==> src/rtl/timer_regs_pkg.sv <==
`default_nettype none
// +-------------------------------------------------------------------------+
// | timer_regs_pkg: register map, CTRL/STATUS bit indices, handshake states |
// | Rev 1.0 - initial release                                               |
// +-------------------------------------------------------------------------+
package timer_regs_pkg;

    localparam int REG_CTRL      = 0;
    localparam int REG_TERMCOUNT = 1;
    localparam int REG_STATUS    = 2;
    localparam int REG_CURRCOUNT = 3;
    localparam int REG_INTCLR    = 4;

    localparam int CTRL_START = 0;
    localparam int CTRL_HALT  = 1;
    localparam int CTRL_MODE  = 2;
    localparam int CTRL_IE    = 3;

    localparam int STAT_RUN     = 0;
    localparam int STAT_INTPEND = 1;

    typedef enum logic [1:0] {
        ST_IDLE    = 2'd0,
        ST_ACK     = 2'd1,
        ST_RELEASE = 2'd2
    } state_t;

endpackage
`default_nettype wire

==> src/rtl/timer_int_capture.sv <==
`default_nettype none
// +-------------------------------------------------------------------------+
// | timer_int_capture: rf_int edge detect, sticky pending, masked irq       |
// | Rev 1.0 - initial release                                               |
// +-------------------------------------------------------------------------+
module timer_int_capture (
    input  logic clk,
    input  logic reset,
    input  logic rf_int_i,
    input  logic int_clr_i,
    input  logic ie_i,
    output logic int_pending_o,
    output logic irq_o
);

    logic rf_int_d_q;
    logic int_pending_q;
    logic irq_q;
    logic w_rise;

    assign w_rise = rf_int_i & ~rf_int_d_q;

    always_ff @(posedge clk) begin
        if (!reset) begin
            rf_int_d_q    <= 1'b0;
            int_pending_q <= 1'b0;
            irq_q         <= 1'b0;
        end else begin
            rf_int_d_q <= rf_int_i;
            // A new edge outranks a simultaneous clear so no event is lost.
            if (w_rise) begin
                int_pending_q <= 1'b1;
            end else if (int_clr_i) begin
                int_pending_q <= 1'b0;
            end
            irq_q <= int_pending_q & ie_i;
        end
    end

    assign int_pending_o = int_pending_q;
    assign irq_o         = irq_q;

endmodule
`default_nettype wire

==> src/rtl/timer_regfile.sv <==
`default_nettype none
// +-------------------------------------------------------------------------+
// | timer_regfile: bus register block driving the timing core's controls.   |
// | Option: TIMER_REGFILE_SHADOW_EN - STATUS read snapshots the count.      |
// | Rev 1.0 - initial release                                               |
// +-------------------------------------------------------------------------+
module timer_regfile
    import timer_regs_pkg::*;
#(
    parameter int DATA_W = 32,
    parameter int ADDR_W = 3
) (
    input  logic              clk,
    input  logic              reset,
    input  logic              bus_sel,
    input  logic              bus_wr,
    input  logic [ADDR_W-1:0] bus_addr,
    input  logic [DATA_W-1:0] bus_wdata,
    output logic [DATA_W-1:0] bus_rdata,
    output logic              bus_ready,
    output logic              irq,
    output logic              ro_trig_start,
    output logic              ro_trig_halt,
    output logic              ro_mode,
    output logic [DATA_W-1:0] ro_termcount,
    input  logic              rf_status,
    input  logic [DATA_W-1:0] rf_currcount,
    input  logic              rf_int
);

    state_t            state_q, state_d;
    logic [DATA_W-1:0] rdata_q;
    logic              ready_q;
    logic              trig_start_q;
    logic              trig_halt_q;
    logic              mode_q;
    logic              ie_q;
    logic [DATA_W-1:0] termcount_q;
    logic [DATA_W-1:0] w_rdata;
    logic              w_commit;
    logic              w_wr_ctrl;
    logic              w_wr_term;
    logic              w_int_clr;
    logic              w_int_pending;

    // Everything commits on the single edge that moves IDLE -> ACK.
    assign w_commit  = (state_q == ST_IDLE) && bus_sel;
    assign w_wr_ctrl = w_commit && bus_wr && (bus_addr == ADDR_W'(REG_CTRL));
    assign w_wr_term = w_commit && bus_wr && (bus_addr == ADDR_W'(REG_TERMCOUNT));
    assign w_int_clr = w_commit && bus_wr && (bus_addr == ADDR_W'(REG_INTCLR))
                       && bus_wdata[0];

    always_ff @(posedge clk) begin
        if (!reset) begin
            state_q <= ST_IDLE;
        end else begin
            state_q <= state_d;
        end
    end

    always_comb begin
        state_d = state_q;
        case (state_q)
            ST_IDLE:    if (bus_sel) state_d = ST_ACK;
            ST_ACK:     state_d = ST_RELEASE;
            ST_RELEASE: if (!bus_sel) state_d = ST_IDLE;
            default:    state_d = ST_IDLE;
        endcase
    end

`ifdef TIMER_REGFILE_SHADOW_EN
    logic [DATA_W-1:0] shadow_q;

    always_ff @(posedge clk) begin
        if (!reset) begin
            shadow_q <= '0;
        end else if (w_commit && !bus_wr && (bus_addr == ADDR_W'(REG_STATUS))) begin
            shadow_q <= rf_currcount;
        end
    end
`endif

    always_comb begin
        w_rdata = '0;
        case (bus_addr)
            ADDR_W'(REG_CTRL): begin
                w_rdata[CTRL_MODE] = mode_q;
                w_rdata[CTRL_IE]   = ie_q;
            end
            ADDR_W'(REG_TERMCOUNT): w_rdata = termcount_q;
            ADDR_W'(REG_STATUS): begin
                w_rdata[STAT_RUN]     = rf_status;
                w_rdata[STAT_INTPEND] = w_int_pending;
            end
`ifdef TIMER_REGFILE_SHADOW_EN
            ADDR_W'(REG_CURRCOUNT): w_rdata = shadow_q;
`else
            ADDR_W'(REG_CURRCOUNT): w_rdata = rf_currcount;
`endif
            default: w_rdata = '0;
        endcase
    end

    always_ff @(posedge clk) begin
        if (!reset) begin
            rdata_q      <= '0;
            ready_q      <= 1'b0;
            trig_start_q <= 1'b0;
            trig_halt_q  <= 1'b0;
            mode_q       <= 1'b0;
            ie_q         <= 1'b0;
            termcount_q  <= '0;
        end else begin
            ready_q      <= w_commit;
            // HALT takes precedence when both trigger bits are written.
            trig_start_q <= w_wr_ctrl && bus_wdata[CTRL_START] && !bus_wdata[CTRL_HALT];
            trig_halt_q  <= w_wr_ctrl && bus_wdata[CTRL_HALT];
            if (w_commit) begin
                rdata_q <= bus_wr ? '0 : w_rdata;
            end
            if (w_wr_ctrl) begin
                ie_q <= bus_wdata[CTRL_IE];
                if (!rf_status) begin
                    mode_q <= bus_wdata[CTRL_MODE];
                end
            end
            if (w_wr_term && !rf_status) begin
                termcount_q <= bus_wdata;
            end
        end
    end

    timer_int_capture u_int_capture (
        .clk           (clk),
        .reset         (reset),
        .rf_int_i      (rf_int),
        .int_clr_i     (w_int_clr),
        .ie_i          (ie_q),
        .int_pending_o (w_int_pending),
        .irq_o         (irq)
    );

    assign bus_rdata     = rdata_q;
    assign bus_ready     = ready_q;
    assign ro_trig_start = trig_start_q;
    assign ro_trig_halt  = trig_halt_q;
    assign ro_mode       = mode_q;
    assign ro_termcount  = termcount_q;

endmodule
`default_nettype wire

==> config.mk <==
export PLATFORM = sky130hd
export DESIGN_NAME = timer_regfile
export DESIGN_NICKNAME = d
export VERILOG_FILES = /design/src/rtl/timer_regs_pkg.sv /design/src/rtl/timer_int_capture.sv /design/src/rtl/timer_regfile.sv
export SDC_FILE = /design/constraint.sdc
export NUM_CORES = 1
export LEC_CHECK = 0
export BUFFER_PORTS_ARGS = -buffer_cell sky130_fd_sc_hd__buf_2
export CAP_MARGIN = 40
export CORE_MARGIN = 1.5
export CORE_UTILIZATION = 35
export CTS_BUF_LIST = sky130_fd_sc_hd__clkbuf_16
export DETAILED_ROUTE_END_ITERATION = 16
export GPL_ROUTABILITY_DRIVEN = 0
export GPL_TIMING_DRIVEN = 0
export PLACE_DENSITY_LB_ADDON = 0.25
export SLEW_MARGIN = 0
export SYNTH_ARGS = -nofsm -noshare
export SYNTH_HDL_FRONTEND = slang
export SYNTH_SLANG_ARGS = --single-unit
==> constraint.sdc <==
create_clock -name clk -period 1.9 [get_ports clk]
set_input_delay 0.095 -clock clk [delete_from_list [all_inputs] [get_ports clk]]
set_output_delay 0.095 -clock clk [all_outputs]
set_load 0.02 [all_outputs]
==> Flow_metrics.wiki <==
{| class="wikitable"
! Metric !! Value
|-
| Count of nets left with antenna violations after detail routing || 0
|-
| Post-synthesis cell type with the largest combined area || dfxtp_1
|-
| Post-synth EDFFs || 0
|-
| Final setup skew || roughly 0.0065 ns
|-
| Sequential element share of the synthesized area || roughly 49%
|-
| Area share of the largest cell type after synthesis || approximately 49%
|-
| Switching Share || between 20% and 30%
|-
| Worst Path Arrival || approximately 1.9 ns
|-
| Share of synthesized registers carrying an async set or reset || 0%
|-
| Detail Placement HPWL || around 6600 um
|-
| Clk_lat worst skew || 0.32 ns
|-
| Number of H-tree levels || 3
|-
| End point of the critical path || bus_rdata[1]
|-
| Drt total wl || approximately 9000 um
|-
| Critical path required time || 2.16 ns
|-
| Net Sw Power || roughly 840 uW
|-
| Share of cells above drive strength 1 || between 30% and 40%
|-
| Share of total power in the clock network || between 40% and 50%
|-
| Count of warnings emitted by yosys || 0
|-
| Overall power of the completed layout || between 3 and 4 mW
|-
| Count of buffers from port buffering || between 100 and 150
|-
| Combinational group share of total power || 9.4%
|-
| Post-route setup TNS || 0 ns
|-
| LEAKAGE || 1.87 nW
|-
| Placeable core region || 8300 um2
|-
| Initial cell density of the core || ~36%
|-
| Clock Pin Slew Worst Setup and Hold Paths || around 0.060 ns
|-
| Total instance count after detailed placement || 550
|-
| Die W || 95.8 um
|-
| Mean area per synthesized cell || 9.92 um2
|-
| Final non-filler cell total || between 500 and 600
|-
| Synthesized cell area || roughly 3000 um2
|-
| Cell types occupying the most area after synthesis || dfxtp_1 49%, mux2i_1 10%, o2bb2ai_1 8.1%
|-
| Final nets || 530
|-
| Final count of pins violating max slew || 0
|-
| Antenna violations before repair || 0
|-
| Root buffer selected by CTS || clkbuf_16
|-
| Unrepaired setup endpoints after global routing || no
|-
| Maximum number of pins on one net before global-route repair || 13
|-
| Number of endpoints with negative hold slack in the final report || 0
|-
| Post-layout minimum cycle time || around 1.7 ns
|-
| Crit path launch || state_q[0]
|-
| Total number of placement rows || 33
|-
| Commonest cells after routing, fill and taps aside || 152 x buf_2, 74 x dfxtp_1, 35 x o21ai_1
|-
| Fraction of the cycle the final worst path needs || 87.4%
|-
| Relative slew slack || between 60% and 70%
|-
| Number of detailed-routing iterations run before antenna repair || 4
|-
| Cell count after synthesis || between 300 and 400
|-
| Startpoint class of the critical path || flip-flop
|-
| Worst vdd ir || about 490 uV
|-
| Die ar. || about 9200 um2
|-
| Worst slew pin tran || between 0.5 and 0.6 ns
|-
| Result of the run || completed
|-
| Most common cell after layout, fill and taps aside || buf_2
|-
| Max Cap Violations || 0
|-
| Final setup vio count || 0
|-
| Achievable Freq || 602 MHz
|-
| Cell internal power dissipation || 2.70 mW
|-
| Sum of overflow across all layers after global routing || 0
|-
| Vias per Instance || roughly 5.4
|-
| WS Path Type || flip-flop to flip-flop
|-
| Number of buffers added for setup after CTS || 0
|-
| R2r startpoint || state_q[0]
|-
| Pwr per Cell Area || 854 nW/um2
|-
| Via count of the first global-routing pass || about 2800
|-
| Clock tree from TritonCTS || done
|-
| Sequential share of power || between 40% and 50%
|-
| Number of top-level pins || about 140
|-
| Seq cells post-synth || 74
|-
| Worst hold margin || between 0.02 and 0.03 ns
|-
| Setup slack of the worst register-to-register path || between 0.2 and 0.25 ns
|-
| Count of clock tree sinks || 74
|-
| Worst-case reg-to-reg path depth || 4
|-
| Global-route wire length before repair || between 10000 and 15000 um
|-
| Most frequently used flop master after synthesis || dfxtp_1
|-
| Nature of the critical path endpoint || flip-flop
|-
| Terminus of the critical flop-to-flop path || bus_rdata[1]
|-
| Number of buffers created by CTS || 9
|-
| Iteration-0 DRC count of the detailed router || 97
|-
| Post-Syn Nets || ~380
|-
| Area Overhead vs Synth || 37.6%
|-
| Top fanout value on the critical path || 10
|-
| Tightest Hold Check Type || input port to flip-flop
|-
| Antenna diode count || 0
|-
| Distinct cells, synth || 33
|-
| Number of vias after detailed routing || roughly 3000
|-
| CTS max path bufs || 2
|-
| Number of design rule violations left after detail routing || 0
|-
| Routed length per instance || approximately 16 um
|-
| Die H || around 96 um
|-
| Total track usage || between 10% and 20%
|}
==> cell type report <==
cell class,count,area [um2]
Inverter,3,11.3
Clock inverter,7,61.3
Clock buffer,9,225
Multi-Input combinational cell,196,1390
Buffer,31,138
Fill cell,815,4150
Timing Repair Buffer,142,716
Tap cell,105,131
Sequential cell,74,1480
==> how the worst min path moves through the flow <==
stage	cells after the start	end	start
6_report	3	ro_termcount[16]	bus_wdata[16]
5_1_grt	3	ro_termcount[16]	bus_wdata[16]
4_1_cts	3	ro_termcount[16]	bus_wdata[16]
3_5_place_dp	2	u_int_capture.rf_int_d_q	rf_int
3_3_place_gp	2	u_int_capture.rf_int_d_q	rf_int
2_1_floorplan	2	ie_q	bus_wdata[3]
==> worst max-delay path, stage by stage, from the launching register on <==
cell and delay [ns]:
dfxtp_1 0.41, nor3b_2 0.09, nor2_1 0.44, clkbuf_1 0.48, a32o_1 0.19
==> cells in the mapped netlist, types with 4 or more instances <==
cell type	count
dfxtp_1	74
o21ai_1	35
a21oi_1	34
nand4_1	33
mux2i_1	31
o2bb2ai_1	28
clkbuf_1	16
buf_2	11
a22o_1	4
==> power groups by stage <==
| stage | registers [mW] | clock network, mW | logic (mW) |
|---|---|---|---|
| 2_1_floorplan | 1.63 | 0 | 0.168 |
| 3_3_place_gp | 1.62 | 0 | 0.326 |
| 3_5_place_dp | 1.62 | 0 | 0.331 |
| 4_1_cts | 1.58 | 1.66 | 0.334 |
| 5_1_grt | 1.58 | 1.72 | 0.362 |
| 6_report | 1.58 | 1.63 | 0.334 |
==> stage by stage <==
stage / cell area, um2 / worst slack (ns) / utilization, %
final: 4150 / 0.239 / 50.0
after global routing: 4150 / 0.116 / 50.0
after CTS: 4150 / 0.220 / 50.0
after detailed placement: 3850 / 0.252 / 46.4
after global placement: 3850 / 0.295 / 46.4
after floorplan: 3020 / 0.496 / -
==> timing repair <==
action | CTS | global route
endpoints found under the hold margin | 1 | 0
gates resized for setup | 0 | 0
hold buffers | 1 | 0
==> state kept, by name (all words and copies together) (netlist names) <==
name,count
ro_termcount,32
bus_rdata,32
state_q,2
ro_mode,1
ie_q,1
ro_trig_halt,1
u_int_capture.irq_o,1
ro_trig_start,1
u_int_capture.int_pending_o,1
u_int_capture.rf_int_d_q,1
bus_ready,1
==> metal layers <==
layer / wire length (um) / track usage [%]
met1: 4050 / 25.7
met2: 4270 / 30.9
met4: 206 / 8.95
met3: 691 / 4.98
met5: 0 / 0
==> cells by family after synthesis <==
logic type | synth area share [%]
and+or+nand+nor | 13.2
buffers and inverters | 4.94
muxes | 11.0
AOI/OAI and AO/OA | 21.7
DFF | 49.1
(Power assumes the default switching activity.)
